===== config.mk =====
export PLATFORM = sky130hd
export DESIGN_NAME = iob_dma_axis_packer
export DESIGN_NICKNAME = d
export VERILOG_FILES = /design/src/rtl/iob_dma_axis_packer.sv
export SDC_FILE = /design/constraint.sdc
export NUM_CORES = 1
export LEC_CHECK = 0
export CAP_MARGIN = 20
export CORE_ASPECT_RATIO = 0.7
export CORE_MARGIN = 1.5
export CORE_UTILIZATION = 54
export DETAILED_ROUTE_END_ITERATION = 16
export MAX_ROUTING_LAYER = met4
export PLACE_DENSITY = 0.82
export SYNTH_ARGS = -nofsm -noshare
export SYNTH_HDL_FRONTEND = slang
export SYNTH_SLANG_ARGS = --single-unit

===== constraint.sdc =====
create_clock -name clk_i -period 3.35 [get_ports clk_i]
set_input_delay 0.335 -clock clk_i [delete_from_list [all_inputs] [get_ports clk_i]]
set_output_delay 0.335 -clock clk_i [all_outputs]
set_load 0.01 [all_outputs]

===== src/rtl/iob_dma_axis_packer.sv =====
// iob_dma_axis_packer
// Packs a narrow byte stream into OUT_W-bit AXIS words for the DMA input.
// A partial word is flushed, zero padded, on in_tlast_i or after timeout_i
// idle cycles. One packing accumulator plus one output register let input
// keep flowing while the DMA stalls a single word; a second emit while the
// output is still busy parks the accumulator (HOLD) and blocks input.

module iob_dma_axis_packer #(
   parameter int IN_W      = 8,
   parameter int OUT_W     = 32,
   parameter int TIMEOUT_W = 16
) (
   input  logic                 clk_i,
   input  logic                 arst_n_i,
   input  logic                 cke_i,
   input  logic                 rst_i,
   input  logic [TIMEOUT_W-1:0] timeout_i,
   input  logic [IN_W-1:0]      in_tdata_i,
   input  logic                 in_tvalid_i,
   input  logic                 in_tlast_i,
   output logic                 in_tready_o,
   output logic [OUT_W-1:0]     out_tdata_o,
   output logic [OUT_W/IN_W-1:0] out_tkeep_o,
   output logic                 out_tvalid_o,
   input  logic                 out_tready_i,
   output logic [31:0]          word_cnt_o
);

   localparam int R     = OUT_W / IN_W;
   // lane_cnt must be able to hold R (a full word parked in HOLD)
   localparam int CNT_W = $clog2(R + 1);

   typedef enum logic [1:0] {
      IDLE = 2'd0,  // accumulator empty
      FILL = 2'd1,  // 0 < lane_cnt < R
      HOLD = 2'd2   // word ready, output register busy, input blocked
   } state_t;

   state_t               state_q, state_d;
   logic [OUT_W-1:0]     acc_q, acc_d;
   logic [CNT_W-1:0]     lane_cnt_q, lane_cnt_d;
   logic [TIMEOUT_W-1:0] idle_cnt_q, idle_cnt_d;

   logic [OUT_W-1:0]     out_data_d;
   logic [R-1:0]         out_keep_d;
   logic                 out_valid_d;
   logic [31:0]          word_cnt_d;

   logic                 beat;
   logic                 out_free;
   logic                 out_hs;
   logic                 timeout_hit;
   logic                 emit;
   logic                 load;
   logic [OUT_W-1:0]     acc_merged;
   logic [CNT_W-1:0]     cnt_merged;
   logic [OUT_W-1:0]     pack_data;
   logic [R-1:0]         pack_keep;

   // Ready depends on state only, so there is no path from out_tready_i
   assign in_tready_o = (state_q != HOLD);
   assign beat        = in_tvalid_i & in_tready_o & cke_i;
   assign out_free    = ~out_tvalid_o | out_tready_i;
   assign out_hs      = out_tvalid_o & out_tready_i;

   // Merge the incoming lane into the accumulator and build the padded word
   always_comb begin
      // NOTE: every variable gets a default before any branch, otherwise a path that skips the assignment infers a latch.
      acc_merged = acc_q;
      pack_data  = '0;
      pack_keep  = '0;
      for (int i = 0; i < R; i++) begin
         if (beat && (lane_cnt_q == CNT_W'(i))) begin
            acc_merged[i*IN_W +: IN_W] = in_tdata_i;
         end
      end
      cnt_merged = lane_cnt_q + {{(CNT_W-1){1'b0}}, beat};
      for (int i = 0; i < R; i++) begin
         pack_keep[i] = (CNT_W'(i) < cnt_merged);
         if (pack_keep[i]) begin
            pack_data[i*IN_W +: IN_W] = acc_merged[i*IN_W +: IN_W];
         end
      end
   end

   // Emit events: word filled, tlast, or idle timeout while partially filled
   always_comb begin
      timeout_hit = ~beat && (state_q == FILL) && (timeout_i != '0)
                    && (idle_cnt_q == timeout_i);
      emit        = (beat && ((cnt_merged == CNT_W'(R)) || in_tlast_i)) || timeout_hit;
   end

   // Next-state and datapath decisions for the packer FSM
   always_comb begin
      state_d     = state_q;
      acc_d       = acc_q;
      lane_cnt_d  = lane_cnt_q;
      idle_cnt_d  = idle_cnt_q;
      load        = 1'b0;
      out_valid_d = out_tvalid_o & ~out_hs;
      out_data_d  = out_tdata_o;
      out_keep_d  = out_tkeep_o;
      word_cnt_d  = word_cnt_o + 32'(out_hs);

      case (state_q)
         IDLE, FILL: begin
            acc_d      = acc_merged;
            lane_cnt_d = cnt_merged;
            if (beat || state_q == IDLE) begin
               idle_cnt_d = '0;
            end else if (idle_cnt_q != '1) begin
               idle_cnt_d = idle_cnt_q + 1'b1;
            end
            if (emit) begin
               idle_cnt_d = '0;
               if (out_free) begin
                  load       = 1'b1;
                  acc_d      = '0;
                  lane_cnt_d = '0;
                  state_d    = IDLE;
               end else begin
                  state_d = HOLD;
               end
            end else if (beat) begin
               state_d = FILL;
            end
         end
         HOLD: begin
            idle_cnt_d = '0;
            if (out_free) begin
               load       = 1'b1;
               acc_d      = '0;
               lane_cnt_d = '0;
               state_d    = IDLE;
            end
         end
         default: begin
            state_d    = IDLE;
            acc_d      = '0;
            lane_cnt_d = '0;
            idle_cnt_d = '0;
         end
      endcase

      // In HOLD there is no beat, so the merged view equals the frozen accumulator
      if (load) begin
         out_valid_d = 1'b1;
         out_data_d  = pack_data;
         out_keep_d  = pack_keep;
      end
   end

   // State and output registers, frozen while cke_i is low
   always_ff @(posedge clk_i or negedge arst_n_i) begin
      // NOTE: the accumulator is a plain register, not a memory, so it is reset together with everything else.
      if (!arst_n_i) begin
         state_q      <= IDLE;
         acc_q        <= '0;
         lane_cnt_q   <= '0;
         idle_cnt_q   <= '0;
         out_tvalid_o <= 1'b0;
         out_tdata_o  <= '0;
         out_tkeep_o  <= '0;
         word_cnt_o   <= '0;
      end else if (cke_i) begin
         if (rst_i) begin
            state_q      <= IDLE;
            acc_q        <= '0;
            lane_cnt_q   <= '0;
            idle_cnt_q   <= '0;
            out_tvalid_o <= 1'b0;
            out_tdata_o  <= '0;
            out_tkeep_o  <= '0;
            word_cnt_o   <= '0;
         end else begin
            // NOTE: non-blocking assignments so every register samples the pre-edge values.
            state_q      <= state_d;
            acc_q        <= acc_d;
            lane_cnt_q   <= lane_cnt_d;
            idle_cnt_q   <= idle_cnt_d;
            out_tvalid_o <= out_valid_d;
            out_tdata_o  <= out_data_d;
            out_tkeep_o  <= out_keep_d;
            word_cnt_o   <= word_cnt_d;
         end
      end
   end

endmodule


### After elaboration in Yosys (flattened, before gate mapping)

Cells that the tools add are included.

* $add $sub $neg: 3
* $lt $le $gt $ge: 4
* eq/ne operators: 12
* multiplexer cells: 39
* bitwise operators: 8
* reduce and logical (&&, ||, !) cells: 20

Operator list (count)
* 32-bit two-way mux: 7
* 16-bit two-way mux: 5
* 8-bit two-way mux: 8
* 32-bit one-hot mux with 2 select lines: 1
* 32-bit by 1-bit adder with 32-bit output: 1
* 16-bit by 1-bit adder with 16-bit output (second input constant): 1
* 16-bit == test: 1
* 16-bit inequality test (second input constant): 1
* 16-bit nonzero test: 1
* 3-bit two-way mux: 4
* 2-bit two-way mux: 5
* 1-bit logical AND: 8
* 4-bit two-way mux: 2
* 3-bit by 2-bit == test with 1-bit output (second input constant): 2
* 1-bit by 3-bit less-than comparator with 1-bit output (first input constant): 2
* 2-bit by 3-bit less-than comparator with 1-bit output (first input constant): 2
* 3-bit one-hot mux with 2 select lines: 1
* 2-bit AND reduction: 3
* 5-bit inequality test (second input constant): 1
* 1-bit AND: 4
* 1-bit two-way mux: 4
* 4-bit inequality test (second input constant): 1
* 2-bit one-hot mux with 2 select lines: 1
* 3-bit by 1-bit adder with 3-bit output: 1
* other kinds (15): 19

* flip-flop bits (word level): 122
* input bits: 31
* output and inout bits: 70
* logic and storage cells: 94

### Depth between registers and ports, before layout

Gate-level depths: netlist (run 1).

* depth after elaboration: 12
* depth in mapped cells: 11
* gate-level depth less buffers: 10

### Least setup slack after synthesis (run 1)

OpenSTA, ideal clock, no wires.

* path kind: register -> register
* start point: reg state_q[0]
* end point: reg out_tdata_o[10]
* setup time: 0.065 ns
* data arrival time: 2.433 ns
* required time: 3.285 ns
* slack: 0.851 ns
* stages on the path, launching flop included: 12
* path buffers: 1
* clock period less this slack: 2.499 ns
* cell sequence: dfrtp_1 nand2b_4 nor2b_1 ha_1 ha_1 xor2_1 a21o_1 nand3b_1 nand2_1 o311ai_4 buf_2 a22o_1

* word-level cells in the longest chain between the ends: 12
* elaborated cells between the ends (all ways): 26
* classes of those cells: add/sub: 1; order compare: 1; eq/ne: 4; mux: 6; bitwise: 3; reduce/logical: 11

RTL lines
* start, declared: line 39 `state_t state_q, state_d;`
* start signal, assigned: line 177 `state_q <= state_d;`
* 2-bit inequality test *: line 61 `assign in_tready_o = (state_q != HOLD);`
* via in_tready_o: line 21 `output logic in_tready_o,`
* 1-bit AND * (2 in series): line 62 `assign beat = in_tvalid_i & in_tready_o & cke_i;`
* 3-bit by 1-bit adder with 3-bit output / 1-bit NOT (equally long branches): line 77, 88
* 3-bit == test / 1-bit logical AND (equally long branches): line 90, 88
* 1-bit logical OR / 1-bit logical AND (equally long branches): line 90, 88
* 1-bit logical AND (on tied branches): line 90, 89
* 1-bit logical OR: line 90 `emit = (beat && ((cnt_merged == CNT_W'(R)) || in_tlast_i)) || timeout_hit;`
* 1-bit two-way mux: line 114 `if (emit) begin`
* 1-bit one-hot mux with 2 select lines: line 105 `case (state_q)`
* 2-bit nonzero test (no line)
* 2-bit AND reduction (no line)
* end signal, assigned: line 182 `out_tdata_o <= out_data_d;`
* end, declared: line 22 `output logic [OUT_W-1:0] out_tdata_o,`

The timed path passes the listed nets; every way through them passes the cells marked *. The select of a mux whose other input is x is not followed.
A chain may end at the register's enable or synchronous reset.

### Final worst setup path (run 1)

* start point: reg state_q[1]
* end point: reg acc_q[1]

* word-level cells in the longest chain between the ends: 11
* elaborated cells between the ends (all ways): 24
* classes of those cells: add/sub: 1; eq/ne: 5; mux: 5; bitwise: 3; reduce/logical: 10

RTL lines
* 2-bit inequality test: line 61
* 1-bit AND (2 in series): line 62
* 3-bit by 1-bit adder with 3-bit output / 1-bit NOT (equally long branches): line 77, 88
* 3-bit == test / 1-bit logical AND (equally long branches): line 90, 88
* 1-bit logical OR / 1-bit logical AND (equally long branches): line 90, 88
* 1-bit logical AND (on tied branches): line 90, 89
* 1-bit logical OR: line 90
* 32-bit two-way mux: line 114
* 32-bit one-hot mux with 2 select lines: line 105
* 32-bit two-way mux: line 166 `if (rst_i) begin`
* end signal, assigned: line 158 `acc_q <= '0;`
* end signal, assigned: line 168 `acc_q <= '0;`
* end signal, assigned: line 178 `acc_q <= acc_d;`
* end, declared: line 40 `logic [OUT_W-1:0] acc_q, acc_d;`

Several ways; a longest one is shown, not always the timed one.

==> summary.md, run 1 <==
| Metric | Value |
|---|---|
| Iter 0 DRT Violations | `~420` |
| Slowest CP cell | `o21a_1` |
| Post-CTS Setup Bufs | `0` |
| Failing checks | `hold timing` |
| # diodes | `0` |
| Commonest non-fill, non-tap cell in the layout | `dfrtp_1` |
| Average size of a mapped cell | `10.4 sq um` |
| Critical-path cell list | `nand2b_4, nor2b_1, ha_1, ha_1, nor2_1, a21o_1, nand2_1, a21boi_1, o21a_1, a32o_1` |
| Top cell family by delay on the critical path | `compound AO/OA/AOI/OAI gates` |
| Register bit total from synthesis | `between 100 and 150` |
| Sum Neg Setup Slack | `0 ns` |
| Placer Congestion | `slightly above 0.9` |
| Achievable Freq | `just over 300 MHz` |
| Max FO, Critical Path | `22` |
| Crit path depth | `10` |
| Unrepaired setup endpoints after global routing | `false` |
| CTS clk-pin slew, worst paths | `around 0.06 ns` |
| CP Class | `flip-flop to flip-flop` |
| CTS Sinks | `~120` |
| Die X | `~130 um` |
| CORE AREA | `roughly 11000 sq um` |
| DR pass1 iterations | `5` |
| Die area | `around 12000 sq um` |
| Reg area | `~3100 sq um` |
| Initial antenna violation count | `0` |
| Overall via count from detail_route | `about 5300` |
| Vias in the first global route | `5104` |
| Root Driver | `clkbuf_16` |
| Syn_nets | `around 640` |
| Setup Viol. Count Final | `0` |
| Share of layout cells above drive strength 1 | `0.118` |
| Max-slew violation count | `0` |
| Hold Path Class | `input pin to async pin` |
| Met3 GRT Util | `0.0558` |
| Worst clock skew | `between 0.01 and 0.015 ns` |
| Slew @ Worst Pin | `roughly 0.85 ns` |
| Antenna Nets Post-Route | `0` |
| CP peak stage delay | `0.76 ns` |
| Tmin final | `about 3.3 ns` |
| GRT overflow | `0` |
| Ys flop type | `dfrtp_1` |
| Required time of the critical path | `approximately 3.7 ns` |
| Critical path buffer and inverter count | `0` |
| Multi-input gate area | `between 2000 and 3000 sq um` |
| DR vias/cell | `between 6 and 7` |
| Final core utilization | `0.717` |
| Cell area after synthesis | `between 6000 and 7000 sq um` |
| Cts hold-fix bufs | `0` |
| Worst slew margin | `0.434` |
| Layout fillers | `slightly below 800` |
| Cts bufs inserted | `17` |
| R2r setup slk | `slightly above 0.08 ns` |
| Asr flop ratio synth | `1.00` |
| Ports | `101` |
| Worst reg2reg path depth | `10` |
| DR DRC count | `0` |
| Largest net degree at the start of global routing | `between 50 and 60` |
| Period utilization | `0.976` |
| Worst EP arrival | `between 3 and 4 ns` |
| Startpoint class of the critical path | `flip-flop` |
| Synth unique cells | `62` |
| Most used cell, CP | `ha_1` |
| All-Layer GR Usage | `0.281` |
| Max Root-Sink Buffers | `2` |
| Number of synthesized flops with an enable pin | `0` |
| CTS tree | `yes` |
| Placed wire-length estimate | `around 11000 um` |
| Final hold vios | `13` |
| Final hold slack | `-0.0291 ns` |
| Synth Instances | `600` |
| P&R area growth vs syn | `28.2%` |
| # port buffers | `100` |
| CTS resizes | `0` |
| Yosys warns | `0` |
| Global-route met2 utilization | `0.420` |
| Die H | `between 90 and 100 um` |
| Met1 Use GR | `0.381` |
| Total Nets Final | `around 740` |
| First-pass GRT wire length | `26100 um` |
| Maxcap violations | `0` |
| WL per Instance | `around 18 um` |
| Routed WL | `between 15000 and 20000 um` |
| Most frequent cells in the layout | `122 x dfrtp_1, 99 x clkdlybuf4s50_1, 68 x nand2_1` |
| Initial Util | `0.559` |
| Leakage | `between 3 and 4 nW` |
| Power per standard cell area | `roughly 470 nW/um^2` |
| Seq/Total Area, Yosys | `0.490` |
| Cell Rows | `32` |
| Clock latency on the worst-skew pair | `0.42 ns` |
| GRT busiest layer | `met2` |
| VDD IR max | `about 0.37 mV` |
| Status | `finished, violations left` |
| H-Tree Depth | `4` |
| Crit path capture type | `flip-flop` |
sequential cells by signal (all words and copies together), names as in the netlist:
name	flops
state_q	2
word_cnt_o	32
out_tkeep_o	4
acc_q	32
idle_cnt_q	16
lane_cnt_q	3
out_tvalid_o	1
out_tdata_o	32
final timing paths:
| kind | from | endpoint |
|---|---|---|
| min | arst_n_i | word_cnt_o[12] |
| min reg2reg | out_tkeep_o[3] | out_tkeep_o[3] |
| min in group clk_i | out_tkeep_o[3] | out_tkeep_o[3] |
| max in group asynchronous | arst_n_i | out_tdata_o[9] |
| max reg2reg | state_q[1] | acc_q[1] |
| max | state_q[1] | acc_q[1] |
layout make-up:
type	instances	share of cell area
Clock inverter	14	0.0246
Tap cell	153	0.0240
Timing Repair Buffer	109	0.135
Inverter	13	0.00611
Multi-Input combinational cell	436	0.374
Sequential cell	122	0.382
Clock buffer	18	0.0538
logic make-up after synthesis:
| group | count (synthesis) | synth area share |
|---|---|---|
| compound gates | 135 | 0.170 |
| fa+ha+maj | 5 | 0.0100 |
| buf+inv | 42 | 0.0301 |
| flops | 122 | 0.490 |
| simple gates | 229 | 0.194 |
| xor+xnor | 41 | 0.0577 |
| mux | 26 | 0.0472 |
metal layers:
metal | vias up | wire length, um
met5 | - | 0
met4 | 0 | 325
met3 | 34 | 1150
met1 | 2611 | 7110
li1 | 2419 | -
met2 | 245 | 7380
per-stage QoR:
step / total power, mW / instance area (sq um) / std cells / worst slack, ns / hold slack (ns)
floorplan: 1.68 / 6230 / 600 / 0.851 / 0.0394
global placement: 1.80 / 7360 / 833 / 0.101 / 0.443
detailed placement: 1.82 / 7360 / 833 / -0.131 / 0.454
CTS: 3.74 / 7980 / 865 / 0.189 / 0.00778
global route: 3.84 / 7980 / 865 / 0.0109 / 0.0236
finish: 3.73 / 7980 / 865 / 0.0811 / -0.0291
power by group:
part	internal, mW	total (mW)	switching (mW)
sequential	1.50	1.52	0.0201
combinational	0.109	0.278	0.169
clock	1.25	1.94	0.690
worst register-to-register path, cell delays in order (launching register included):
cell and delay, ns:
dfrtp_1 0.52, nand2b_4 0.12, nor2b_1 0.18, ha_1 0.20
ha_1 0.37, nor2_1 0.08, a21o_1 0.20, nand2_1 0.10
a21boi_1 0.39, o21a_1 0.76, a32o_1 0.29
synth_stat cells, types with 2 or more instances:
cell | count | area [sq um]
o21ai_0 | 16 | 80.1
o22ai_1 | 10 | 62.6
nor3_1 | 15 | 75.1
nand3b_1 | 4 | 30.0
nor2_1 | 42 | 158
buf_6 | 2 | 22.5
a21boi_1 | 2 | 15.0
nor2b_1 | 2 | 12.5
o31ai_1 | 7 | 52.6
clkbuf_1 | 14 | 52.6
buf_2 | 12 | 60.1
mux2i_1 | 2 | 20.0
nand3_1 | 25 | 125
and2_1 | 5 | 31.3
a32o_1 | 16 | 160
ha_1 | 5 | 62.6
nand4_1 | 16 | 100
dfrtp_1 | 122 | 3050
inv_1 | 13 | 48.8
and4_1 | 8 | 70.1
a21oi_1 | 14 | 70.1
and3_1 | 11 | 68.8
a21o_1 | 7 | 52.6
or3_1 | 5 | 31.3
o21bai_1 | 2 | 15.0
nand2b_1 | 4 | 25.0
nor4_1 | 9 | 56.3
xnor2_1 | 17 | 149
o2bb2ai_1 | 5 | 43.8
o211a_1 | 2 | 20.0
a31o_2 | 6 | 52.6
xor2_1 | 24 | 210
a22o_1 | 32 | 280
nand2_1 | 68 | 255
o32ai_1 | 4 | 35.0
mux2_2 | 23 | 259
a31oi_1 | 2 | 12.5
o21a_1 | 3 | 22.5
Note: power is estimated with default switching activity, not from simulation.
==> run 2: changes to the inputs <==
--- a/config.mk
+++ b/config.mk
@@ -12,6 +12,7 @@
 export DETAILED_ROUTE_END_ITERATION = 16
 export MAX_ROUTING_LAYER = met4
 export PLACE_DENSITY = 0.82
+export REMOVE_ABC_BUFFERS = 1
 export SYNTH_ARGS = -nofsm -noshare
 export SYNTH_HDL_FRONTEND = slang
 export SYNTH_SLANG_ARGS = --single-unit
==> summary.md, run 2 (synthesis gave the netlist of run 1 again) <==
| Metric | Value |
|---|---|
| Status | `finished, final reports clean` |
| H-Tree Depth | `4` |
| Routed WL | `approximately 16000 um` |
| CTS resizes | `0` |
| Commonest non-fill, non-tap cell in the layout | `dfrtp_1` |
| Reg2reg end | `acc_q[2]` |
| Max FO, Critical Path | `22` |
| Setup slack at placement | `-0.0301 ns` |
| Die X | `roughly 130 um` |
| Power per standard cell area | `469 nW/um^2` |
| # port buffers | `100` |
| Hold Path Class | `flip-flop to flip-flop` |
| Slew @ Worst Pin | `~0.89 ns` |
| Leakage | `around 3.6 nW` |
| Clock latency on the worst-skew pair | `0.42 ns` |
| Initial antenna violation count | `0` |
| WL per Instance | `18.9 um` |
| VDD IR max | `0.396 mV` |
| Die area | `about 12000 sq um` |
| First-pass GRT wire length | `27400 um` |
| CP Class | `flip-flop to flip-flop` |
| Crit path capture type | `flip-flop` |
| DR vias/cell | `roughly 6` |
| Post-route non-filler standard cell count | `about 870` |
| Placed wire-length estimate | `around 11000 um` |
| # diodes | `0` |
| Worst setup path end | `acc_q[2]` |
| Final hold vios | `0` |
| R2r setup slk | `between 0.2 and 0.3 ns` |
| CTS tree | `yes` |
| Worst clock skew | `between 0.009 and 0.01 ns` |
| Vias in the first global route | `around 5200` |
| Antenna Nets Post-Route | `0` |
| Cts bufs inserted | `17` |
| Tmin final | `roughly 3.1 ns` |
| Required time of the critical path | `3.65 ns` |
| Worst EP arrival | `about 3.4 ns` |
| Most frequent cells in the layout | `122 x dfrtp_1, 99 x clkdlybuf4s50_1, 68 x nand2_1` |
| Total Nets Final | `741` |
| Root Driver | `clkbuf_16` |
| Crit. Startpoint | `state_q[1]` |
| GRT overflow | `0` |
| Setup Viol. Count Final | `0` |
| Reg2reg start | `state_q[1]` |
| Worst slew margin | `0.406` |
| Iter 0 DRT Violations | `503` |
| Achievable Freq | `327 MHz` |
| Largest net degree at the start of global routing | `51` |
| Maxcap violations | `0` |
| CTS Sinks | `122` |
| CTS clk-pin slew, worst paths | `around 0.060 ns` |
| Worst reg2reg path depth | `10` |
| Max Root-Sink Buffers | `2` |
| Unrepaired setup endpoints after global routing | `false` |
| Initial Util | `0.559` |
| All-Layer GR Usage | `0.295` |
| Final hold slack | `about 0.48 ns` |
| Die H | `92.8 um` |
| DR pass1 iterations | `5` |
| Max-slew violation count | `0` |
| Placer Congestion | `around 0.96` |
| Cell Rows | `32` |
| Top flop regs | `acc_q: 32 flops, out_tdata_o: 32 flops, word_cnt_o: 32 flops` |
| Power Total | `3.76 mW` |
| CORE AREA | `about 11000 sq um` |
| Period utilization | `0.913` |
| Overall via count from detail_route | `approximately 5400` |
| Startpoint class of the critical path | `flip-flop` |
| Ports | `between 100 and 150` |
| P&R area growth vs syn | `28.8%` |
| Dpl cells | `838` |
| DR DRC count | `0` |
| Post-CTS Setup Bufs | `0` |
| Setup WS post-layout | `approximately 0.29 ns` |
| Share of layout cells above drive strength 1 | `0.123` |
==> run 2: where the power goes <==
group	total, mW	switching [mW]	internal, mW	leakage [nW]
registers	1.52	0.0194	1.50	1.70
logic	0.283	0.172	0.111	1.60
clock network	1.96	0.707	1.25	0.302
==> run 2: layout make-up <==
| cell class | count | area, sq um |
|---|---|---|
| well taps | 153 | 191 |
| fillers | 807 | 3110 |
| repair buffers | 115 | 1110 |
| clock buffers | 19 | 433 |
| multi-input cells | 436 | 2990 |
| flip-flops and latches | 122 | 3050 |
| inverters | 13 | 48.8 |
| clock inverters | 13 | 194 |
==> run 2: critical path, cell delays in order, from the launching register on <==
cell,delay (ns)
dfrtp_1,0.46
nand2b_4,0.14
nor2b_1,0.23
ha_1,0.19
ha_1,0.20
xor2_1,0.35
a21o_1,0.19
nand2_1,0.08
a21boi_1,0.16
o21a_1,0.51
a32o_1,0.42
==> run 2: through the flow <==
stage	setup TNS [ns]	cell area [sq um]	util
finish	0	8020	0.720
detailed placement	-0.202	7380	0.663
global placement	0	7380	0.663
floorplan	0	6090	-
global route	0	8020	0.720
CTS	0	8020	0.720
==> run 2: how the worst min path moves through the flow <==
stage | start | endpoint | slack (ns) | depth (start not counted)
finish | out_tkeep_o[0] | out_tkeep_o[0] | 0.48 | 1
floorplan | arst_n_i | acc_q[0] | 0.04 | 0
global placement | arst_n_i | word_cnt_o[17] | 0.39 | 1
detailed placement | arst_n_i | word_cnt_o[17] | 0.41 | 1
global route | out_tkeep_o[3] | out_tkeep_o[3] | 0.50 | 1
CTS | out_tkeep_o[0] | out_tkeep_o[0] | 0.49 | 1
==> run 2: what timing repair did <==
| action | CTS | global route |
|---|---|---|
| hold buffers | 1 | 0 |
| setup endpoints to repair | 0 | 0 |
| endpoints found under the hold margin | 47 | 0 |
==> run 2: routing by layer <==
layer | vias up | global-route usage | routed length [um]
met5 | - | - | 0
met4 | 0 | 0.0917 | 253
met3 | 31 | 0.0520 | 1230
met2 | 275 | 0.447 | 7530
met1 | 2623 | 0.408 | 7430
li1 | 2433 | - | -
==> edit, RTL diff (settings of run 2) <==
`OUT_W`: 32 -> 64.
--- a/src/rtl/iob_dma_axis_packer.sv
+++ b/src/rtl/iob_dma_axis_packer.sv
@@ -7,7 +7,7 @@
 
 module iob_dma_axis_packer #(
    parameter int IN_W      = 8,
-   parameter int OUT_W     = 32,
+   parameter int OUT_W     = 64,
    parameter int TIMEOUT_W = 16
 ) (
    input  logic                 clk_i,
Ports: changed (resized out_tdata_o and out_tkeep_o); port bits go from 101 to 137. No check against the original RTL was run, so the function may have changed too.
==> edit against run 2 <==
- critical path depth rose by 1
- final area is 41% higher
- sequential cell count up 69
- setup slack got worse by 0.033 ns
- sequential power grew 54%
- total power increased by 25%
- die area is 44% higher
- sequential share of layout area up 4.2 points
- synthesized area grew 45%
- synthesized cell count up 29%
- worst hold slack lost 0.031 ns
- routed wire length is 37% higher
- critical path type unchanged
- highest routed layer unchanged
==> edit: results (changes against run 2) <==
[logic_synthesis]
syn_inst = 774  ; +29%
synth_compound_area_share_pct = 19.8  ; +2.8 points
synthMuxAreaShare_pct = 7.20  ; +2.5 points
synth_xor_area_share_pct = 4.94  ; -0.82 points
ys_top_cells_by_count = 191 x dfrtp_1, 67 x a22o_1, 65 x mux2i_1, 65 x o2bb2ai_1, 45 x nor2_1

[setup_path]
slowest_stage = dfrtp_1
rr_worst_depth = 11  ; +1
cp_top_family = simple AND/OR/NAND/NOR gates
crit_required_ns = 3.73  ; +0.08 ns

[timing]
skew_ns = 0.0110  ; +0.00110 ns
timing.fmax_ghz = 0.324  ; -1.1%
slew_headroom_pct = 35.2  ; -5.4 points

[finish]
drive_gt1_share_pct = 8.91  ; -3.4 points
n_fill_cell = 1211  ; +50%
num-nets-final = 955  ; +29%
top_regs = acc_q x64, out_tdata_o x64, word_cnt_o x32

[detailed_routing]
routed_wl_um = 22500  ; +37%
first_iter_violations = 518  ; +3.0%
met1_length_um = 10800  ; +45%
wl_met2_um = 9740  ; +29%
routedWlPerCell_um = 19.5  ; +3.1%

[place]
dp_hpwl_um = 14800  ; +36%
place.gp.congestion = 0.971  ; +0.92%
placed_area_mm2 = 0.0107  ; +45%
io_buffer_count = 136  ; +36%
dp.cells = 1123  ; +34%

[global_route]
grt.met2_usage_pct = 38.5  ; -6.2 points
grt_first_pass_wirelength_um = 37000  ; +35%
track_usage_pct = 28.0  ; -1.5 points
met1_usage_pct = 42.1  ; +1.3 points
grt_pass1_vias = 6917  ; +32%
use_met3_pct = 4.26  ; -0.94 points

[min_path]
hold_class = in -> async

[clock_network]
root_buffer = clkbuf_16

[status]
outcome = complete, no violations

[pwr]
vdd_drop_max_uv = 327  ; -17%
intPower_uw = 3580  ; +25%

## edit: changes by cell type in the layout (fill, tap and decap cells not counted), sizes merged, moves of 24 or more
cell,delta
mux2,-24
mux2i,+63
dfrtp,+69
a22o,+35
nand2,-29
o2bb2ai,+60
clkdlybuf4s50,+36
## edit: kinds of logic after synthesis
logic type / count (synthesis)
AOI/OAI and AO/OA: 215
adders and majority gates: 5
DFF: 191
and+or+nand+nor: 200
xor gates and xnor gates: 51
muxes: 65
buffers and inverters: 47
## edit: final cells by class
class,instances,area [um2],area share [%]
Multi-Input combinational cell,536,4010,35.5
Sequential cell,191,4780,42.3
Tap cell,225,282,2.49
Timing Repair Buffer,164,1610,14.3
Clock inverter,11,128,1.13
Inverter,9,33.8,0.299
Clock buffer,21,460,4.07
Antenna cell,1,2.50,0.0221
## edit: power groups by stage
stage / Clock [uW] / Sequential, uW / Combinational, uW
final: 2040 / 2340 / 336
after global routing: 2150 / 2340 / 369
after detailed placement: 0 / 2380 / 335
after global placement: 0 / 2380 / 329
after CTS: 2060 / 2340 / 337
after floorplan: 0 / 2380 / 141
## edit: path summary, 6_finish.rpt
check,startpoint,end,slack (ns)
max,state_q[1],out_tkeep_o[5],0.26
min,arst_n_i,word_cnt_o[20],0.45
max reg2reg,state_q[1],out_tkeep_o[5],0.26
min reg2reg,out_tkeep_o[7],out_tkeep_o[7],0.48
max in group asynchronous,arst_n_i,lane_cnt_q[0],2.12
min in group clk_i,out_tkeep_o[7],out_tkeep_o[7],0.48
## edit: what timing repair did
| item | in CTS | in global routing |
|---|---|---|
| hold buffers | 1 | 0 |
| endpoints found under the setup margin | 0 | 7 |
| gates resized for setup | 0 | 1 |
| buffers inserted | 0 | 1 |
| endpoints found under the hold margin | 60 | 0 |
